==> src/rtl/pipelined_dcache_pkg.sv <==
// Shared types and address helpers for the pipelined data cache.
package dcache_types;

  typedef enum logic [1:0] {
    IDLE      = 2'd0,
    WRITEBACK = 2'd1,
    ALLOCATE  = 2'd2
  } dcache_state_t;

  localparam int LINE_W   = 256;
  localparam int OFFSET_W = 5;

  // Helpers return full-width values; callers truncate to their own tag/index width.
  function automatic logic [31:0] tag_of(input logic [31:0] addr, input int s_index);
    return addr >> (OFFSET_W + s_index);
  endfunction

  function automatic logic [31:0] index_of(input logic [31:0] addr, input int s_index);
    return (addr >> OFFSET_W) & ((32'd1 << s_index) - 32'd1);
  endfunction

  function automatic logic [2:0] word_of(input logic [31:0] addr);
    return addr[4:2];
  endfunction

endpackage

==> src/rtl/pipelined_dcache_array.sv <==
// Flop array: asynchronous read, synchronous write, optional synchronous clear.
module dcache_array #(
  parameter int WIDTH    = 1,
  parameter int AW       = 3,
  parameter bit RESET_EN = 1'b0
) (
  input  logic             clk,
  input  logic             rst,
  input  logic             we,
  input  logic [AW-1:0]    addr,
  input  logic [WIDTH-1:0] wdata,
  output logic [WIDTH-1:0] rdata
);

  logic [WIDTH-1:0] mem [1 << AW];

  always_ff @(posedge clk) begin
    if (RESET_EN && rst) begin
      for (int i = 0; i < (1 << AW); i++) mem[i] <= '0;
    end else if (we) begin
      mem[addr] <= wdata;
    end
  end

  assign rdata = mem[addr];

endmodule

==> src/rtl/pipelined_dcache.sv <==
// Direct-mapped write-back/write-allocate data cache answering the CPU MEM/WB port.
// Define DCACHE_STATS_EN to build the hit/miss counters; otherwise both read as zero.
module pipelined_dcache
  import dcache_types::*;
#(
  parameter int S_INDEX  = 3,
  parameter int S_OFFSET = 5,
  parameter int S_TAG    = 32 - S_INDEX - S_OFFSET
) (
  input  logic         clk,
  input  logic         rst,
  input  logic         mem_read_b,
  input  logic         mem_write_b,
  input  logic [3:0]   mem_wmask_b,
  input  logic [31:0]  mem_address_b,
  input  logic [31:0]  mem_wdata_b,
  input  logic         mem_stall_b,
  output logic         mem_resp_b,
  output logic [31:0]  mem_rdata_b,
  output logic         pmem_read,
  output logic         pmem_write,
  output logic [31:0]  pmem_address,
  output logic [255:0] pmem_wdata,
  input  logic [255:0] pmem_rdata,
  input  logic         pmem_resp,
  output logic [31:0]  hit_count,
  output logic [31:0]  miss_count
);

  // Handshake: pmem_read/pmem_write rise on entering ALLOCATE/WRITEBACK and stay
  // high with a stable pmem_address until the single-cycle pmem_resp; mem_resp_b
  // is valid only while a request is held and served from IDLE.

  dcache_state_t state;

  logic              req_valid;
  logic              req_is_write;
  logic [31:0]       req_addr;
  logic [31:0]       req_wdata;
  logic [3:0]        req_wmask;

  logic [S_INDEX-1:0] req_idx;
  logic [S_TAG-1:0]   req_tag;
  logic [2:0]         req_word;

  logic [LINE_W-1:0]  data_rd, data_wd, merged;
  logic [S_TAG-1:0]   tag_rd;
  logic               valid_rd, dirty_rd;
  logic               data_we, dirty_we, fill;
  logic               hit, serve, wr_hit, miss_start;

  assign req_idx  = S_INDEX'(index_of(req_addr, S_INDEX));
  assign req_tag  = S_TAG'(tag_of(req_addr, S_INDEX));
  assign req_word = word_of(req_addr);

  always_ff @(posedge clk) begin
    if (rst) begin
      req_valid    <= 1'b0;
      req_is_write <= 1'b0;
      req_addr     <= '0;
      req_wdata    <= '0;
      req_wmask    <= '0;
    end else if (!mem_stall_b) begin
      req_valid    <= mem_read_b | mem_write_b;
      req_is_write <= mem_write_b;
      req_addr     <= mem_address_b;
      req_wdata    <= mem_wdata_b;
      req_wmask    <= mem_wmask_b;
    end
  end

  assign hit        = valid_rd && (tag_rd == req_tag);
  assign serve      = (state == IDLE) && req_valid && hit;
  assign wr_hit     = serve && req_is_write;
  assign miss_start = (state == IDLE) && req_valid && !hit;
  assign fill       = (state == ALLOCATE) && pmem_resp;

  // Store merge rewrites the same bytes every held cycle, so it is idempotent.
  always_comb begin
    merged = data_rd;
    for (int b = 0; b < 4; b++) begin
      if (req_wmask[b]) merged[{req_word, 2'(b), 3'b000} +: 8] = req_wdata[b*8 +: 8];
    end
  end

  assign data_we  = wr_hit | fill;
  assign data_wd  = fill ? pmem_rdata : merged;
  assign dirty_we = wr_hit | fill;

  dcache_array #(.WIDTH(LINE_W), .AW(S_INDEX), .RESET_EN(1'b0)) u_data (
    .clk(clk), .rst(rst), .we(data_we), .addr(req_idx), .wdata(data_wd), .rdata(data_rd)
  );

  dcache_array #(.WIDTH(S_TAG), .AW(S_INDEX), .RESET_EN(1'b0)) u_tag (
    .clk(clk), .rst(rst), .we(fill), .addr(req_idx), .wdata(req_tag), .rdata(tag_rd)
  );

  dcache_array #(.WIDTH(1), .AW(S_INDEX), .RESET_EN(1'b1)) u_valid (
    .clk(clk), .rst(rst), .we(fill), .addr(req_idx), .wdata(1'b1), .rdata(valid_rd)
  );

  dcache_array #(.WIDTH(1), .AW(S_INDEX), .RESET_EN(1'b1)) u_dirty (
    .clk(clk), .rst(rst), .we(dirty_we), .addr(req_idx), .wdata(!fill), .rdata(dirty_rd)
  );

  always_ff @(posedge clk) begin
    if (rst) begin
      state <= IDLE;
    end else begin
      case (state)
        IDLE:      if (miss_start) state <= dirty_rd ? WRITEBACK : ALLOCATE;
        WRITEBACK: if (pmem_resp) state <= ALLOCATE;
        ALLOCATE:  if (pmem_resp) state <= IDLE;
        default:   state <= IDLE;
      endcase
    end
  end

  assign mem_resp_b  = serve;
  assign mem_rdata_b = (serve && !req_is_write) ? data_rd[{req_word, 5'b00000} +: 32] : 32'd0;

  assign pmem_write = (state == WRITEBACK);
  assign pmem_read  = (state == ALLOCATE);
  assign pmem_wdata = data_rd;

  always_comb begin
    pmem_address = 32'd0;
    if (state == WRITEBACK) pmem_address = {tag_rd, req_idx, S_OFFSET'(0)};
    else if (state == ALLOCATE) pmem_address = {req_tag, req_idx, S_OFFSET'(0)};
  end

`ifdef DCACHE_STATS_EN
  logic        resp_seen, req_missed;
  logic [31:0] hit_q, miss_q;

  // Flags live for one accepted request so stall-held and post-fill responses are not hits.
  always_ff @(posedge clk) begin
    if (rst) begin
      resp_seen  <= 1'b0;
      req_missed <= 1'b0;
      hit_q      <= '0;
      miss_q     <= '0;
    end else begin
      resp_seen  <= mem_stall_b ? (resp_seen | serve) : 1'b0;
      req_missed <= mem_stall_b ? (req_missed | miss_start) : 1'b0;
      if (serve && !resp_seen && !req_missed) hit_q <= hit_q + 32'd1;
      if (miss_start) miss_q <= miss_q + 32'd1;
    end
  end

  assign hit_count  = hit_q;
  assign miss_count = miss_q;
`else
  assign hit_count  = 32'd0;
  assign miss_count = 32'd0;
`endif

endmodule
==> config.mk <==
export PLATFORM = sky130hd
export DESIGN_NAME = pipelined_dcache
export DESIGN_NICKNAME = d
export VERILOG_FILES = /design/src/rtl/pipelined_dcache_pkg.sv /design/src/rtl/pipelined_dcache_array.sv /design/src/rtl/pipelined_dcache.sv
export SDC_FILE = /design/constraint.sdc
export NUM_CORES = 2
export LEC_CHECK = 0
export BUFFER_PORTS_ARGS = -buffer_cell sky130_fd_sc_hd__buf_4
export CAP_MARGIN = 20
export CORE_MARGIN = 1.5
export CORE_UTILIZATION = 40
export DETAILED_ROUTE_END_ITERATION = 10
export PLACE_DENSITY_LB_ADDON = 0.08
export SETUP_SLACK_MARGIN = 0.02
export SLEW_MARGIN = 20
export SYNTH_ARGS = -nofsm -noshare
export SYNTH_HDL_FRONTEND = slang
export SYNTH_SLANG_ARGS = --single-unit
==> constraint.sdc <==
create_clock -name clk -period 46.2 [get_ports clk]
set_input_delay 13.86 -clock clk [delete_from_list [all_inputs] [get_ports clk]]
set_output_delay 13.86 -clock clk [all_outputs]
set_load 0.05 [all_outputs]
==> metrics.cfg <==
[cells_and_area]
layout.nets=6274
fill_cells=20600
area_growth_pct=17.4
ff_latch_area_sq_um=69100
fin_cells=9312
multi_input_area_sq_um=25500
drive_gt1_share_pct=33.5

[clock_tree]
clock_sinks=2329
post-cts-setup-buffers=0
cts_made_buffers=278
cts_tree=yes
post_cts_resized=0
h-tree-depth=5
hold_buffers=0
clkTransAtPathRegs_ns=0.06
root_buffer=clkbuf_16
clock_path_buffers=4
clk_latency_ns=0.92

[setup_path]
reg2reg_slack_ns=37.85
required_ns=32.34
worst-setup-path-type=flop to output pin
path_delay_family=buffers and inverters
cp-start-kind=flop
path_max_fanout=95
cp-end-kind=output pin
crit_chain=buf_4, buf_12, buf_4, buf_12, mux4_2, mux2_2, mux4_2, nor2_1, nor3_2, buf_4
cp.arrival_ns=7.05
cp_num_buf_inv=5
slowest_delay_ns=0.75
critical_path_depth=10
cp_slowest_cell=buf_4
timing.critical_path.mode_cell=buf_4
reg2reg_depth=11

[flow_run]
drv_cap=0

[routing]
vias=53300
drt_iter0_markers=4859
drc=0
wirelength_um=318000
drt-wirelength-per-cell_um=34.1
dr.pass1.iters=5
via_per_inst=5.72
antenna_left=0

[floorplan]
die_area_sq_um=243000
core_area_sq_um=238000
pin_count=717
rows=179
die_w_um=493
start_util_pct=40.3
die_h_um=493

[synthesis]
synth.top_cell.area_share_pct=70.2
synth_xor_area_share_pct=0.0911
syn_inst=5225
syn_area_per_cell_sq_um=18.4
synth.yosys.seq_area_share_pct=71.9
async_flop_share_pct=0
synth_area_sq_um=96100
synth_common_cells=edfxtp_1 (2,248), nor2_1 (623), mux4_2 (597)
synth_top_family_by_area=multiplexers
synth_ff_type=edfxtp_1
synth_mux_area_share_pct=18.6
synth-compound-area-share_pct=3.38
synth_cell_types=51
synth-edff-count=2248
ys_warn_count=0
synthAdderAreaFrac_pct=0.0781
synth-simple-area-share_pct=3.93
synth.most_common_cell=edfxtp_1
ys_ff_latch=2329
yosys-top-cells-area=edfxtp_1 (70%), mux4_2 (14%), mux2_2 (3.3%)
yosys.area.top_type=edfxtp_1

[power_and_ir_drop]
ir_drop_mv=0.0314
powerDensity_nw_per_um2=44.4
leakage_nw=36.3

[timing]
finalCritPeriodShare_pct=45.3
layout_min_cycle_time_ns=20.91
rsz0062_at_grt=false
setup_tns_ns=0
setup_viol=0
slew_viol_final=0
hold_viol=0
tightestPinTransition_ns=1.16
max-slew-margin-rel_pct=22.5
holdWs_ns=0.470
fmax_mhz=47.8
finClkSkew_ns=0.0670

[outcome]
status=completed

[grt]
busiest_layer=met2
use_met2_pct=42.4
grt_overflow=0
first_global_vias=54100
antenna_found_initial=58
grt_max_degree=135
grt_util_all_layers_pct=25.7
met1_usage_pct=32.4
grt_first_pass_wirelength_um=434000
grt.met3_usage_pct=6.67

[placement]
dpl.hpwl_um=202000
placedCellCount=8825
gp_congestion=0.839
numPortBuffers=645

[min_path]
worstHoldStart=u_valid.mem[5]
hold_path.class=flop to flop
min_path_cells=2

-- cell families (layout without fill, tap and decap cells) --
logic type	Yosys count	count (layout)
AOI/OAI and AO/OA	595	595
xor gates and xnor gates	10	10
other	1	82
and+or+nand+nor	892	892
muxes	1008	1008
buffers and inverters	384	1223
DFF	2329	2329
adders and majority gates	6	6
-- placed cells by master (no fill, tap or decap), types with 14 or more instances in the layout --
master / netlist / layout
o21ai_0: 34 / 34
clkinv_2: 0 / 38
mux2_2: 284 / 284
clkinv_1: 1 / 37
buf_4: 73 / 728
clkbuf_8: 0 / 17
edfxtp_1: 2248 / 2248
mux2i_1: 127 / 127
nor2_1: 623 / 612
clkbuf_1: 172 / 75
buf_12: 0 / 14
dfxtp_1: 81 / 75
nor3_1: 17 / 17
nand3_1: 17 / 17
conb_1: 1 / 69
a21oi_1: 456 / 448
a22oi_1: 50 / 50
clkbuf_16: 0 / 284
nor3_2: 29 / 29
mux4_2: 597 / 597
nand2_1: 152 / 151
-- worst register-to-register path, cell delays in order, from the launching register on --
cell,delay [ns]
dfxtp_4,0.84
buf_4,0.80
mux2_2,0.47
o22ai_1,0.27
or3_1,0.16
nand4_1,0.17
nor4_4,0.59
nand4_1,0.95
a21oi_4,1.14
buf_4,0.73
buf_12,0.72
buf_4,1.04
-- flip-flops by register name, indices dropped and copies added (netlist names), 2 cells and up, named ones only --
register and flops:
u_dirty.mem 8, u_tag.mem 192, req_wdata 32, req_wmask 4
u_data.mem 2048, state 2, req_addr 30, u_valid.mem 8
-- layer usage --
metal	share of wire, %	vias up
li1	-	22300
met1	39	28400
met2	49	1906
met3	7.6	537
met4	4.4	76
met5	0.17	-
-- final cells by class --
cell class,count,share of cell area [%]
Multi-Input combinational cell,2580,22.6
Antenna cell,13,0.0288
Clock buffer,376,6.75
Inverter,5,0.0166
Clock inverter,98,0.703
Timing Repair Buffer,744,5.12
Tap cell,3167,3.51
Sequential cell,2329,61.3
-- metrics by stage --
step	worst slack [ns]	area, sq um	power (mW)	util, %
after floorplan	18.76	96400	2.79	-
after global placement	25.88	104000	2.99	43.8
after detailed placement	25.92	104000	3.00	43.8
after CTS	24.92	113000	5.05	47.4
after global routing	24.75	113000	5.15	47.4
final	25.29	113000	5.01	47.4
-- final timing paths --
kind / end
setup / recovery: mem_rdata_b[12]
hold / removal: u_valid.mem[5]
setup reg to reg: u_data.mem[2][202]
hold reg to reg: u_valid.mem[5]
-- where the power goes --
part | internal (mW) | switching [mW]
Sequential | 2.39 | 0.0201
Combinational | 0.170 | 0.369
Clock | 1.22 | 0.839
No activity file was read; power rests on OpenSTA's default activity.
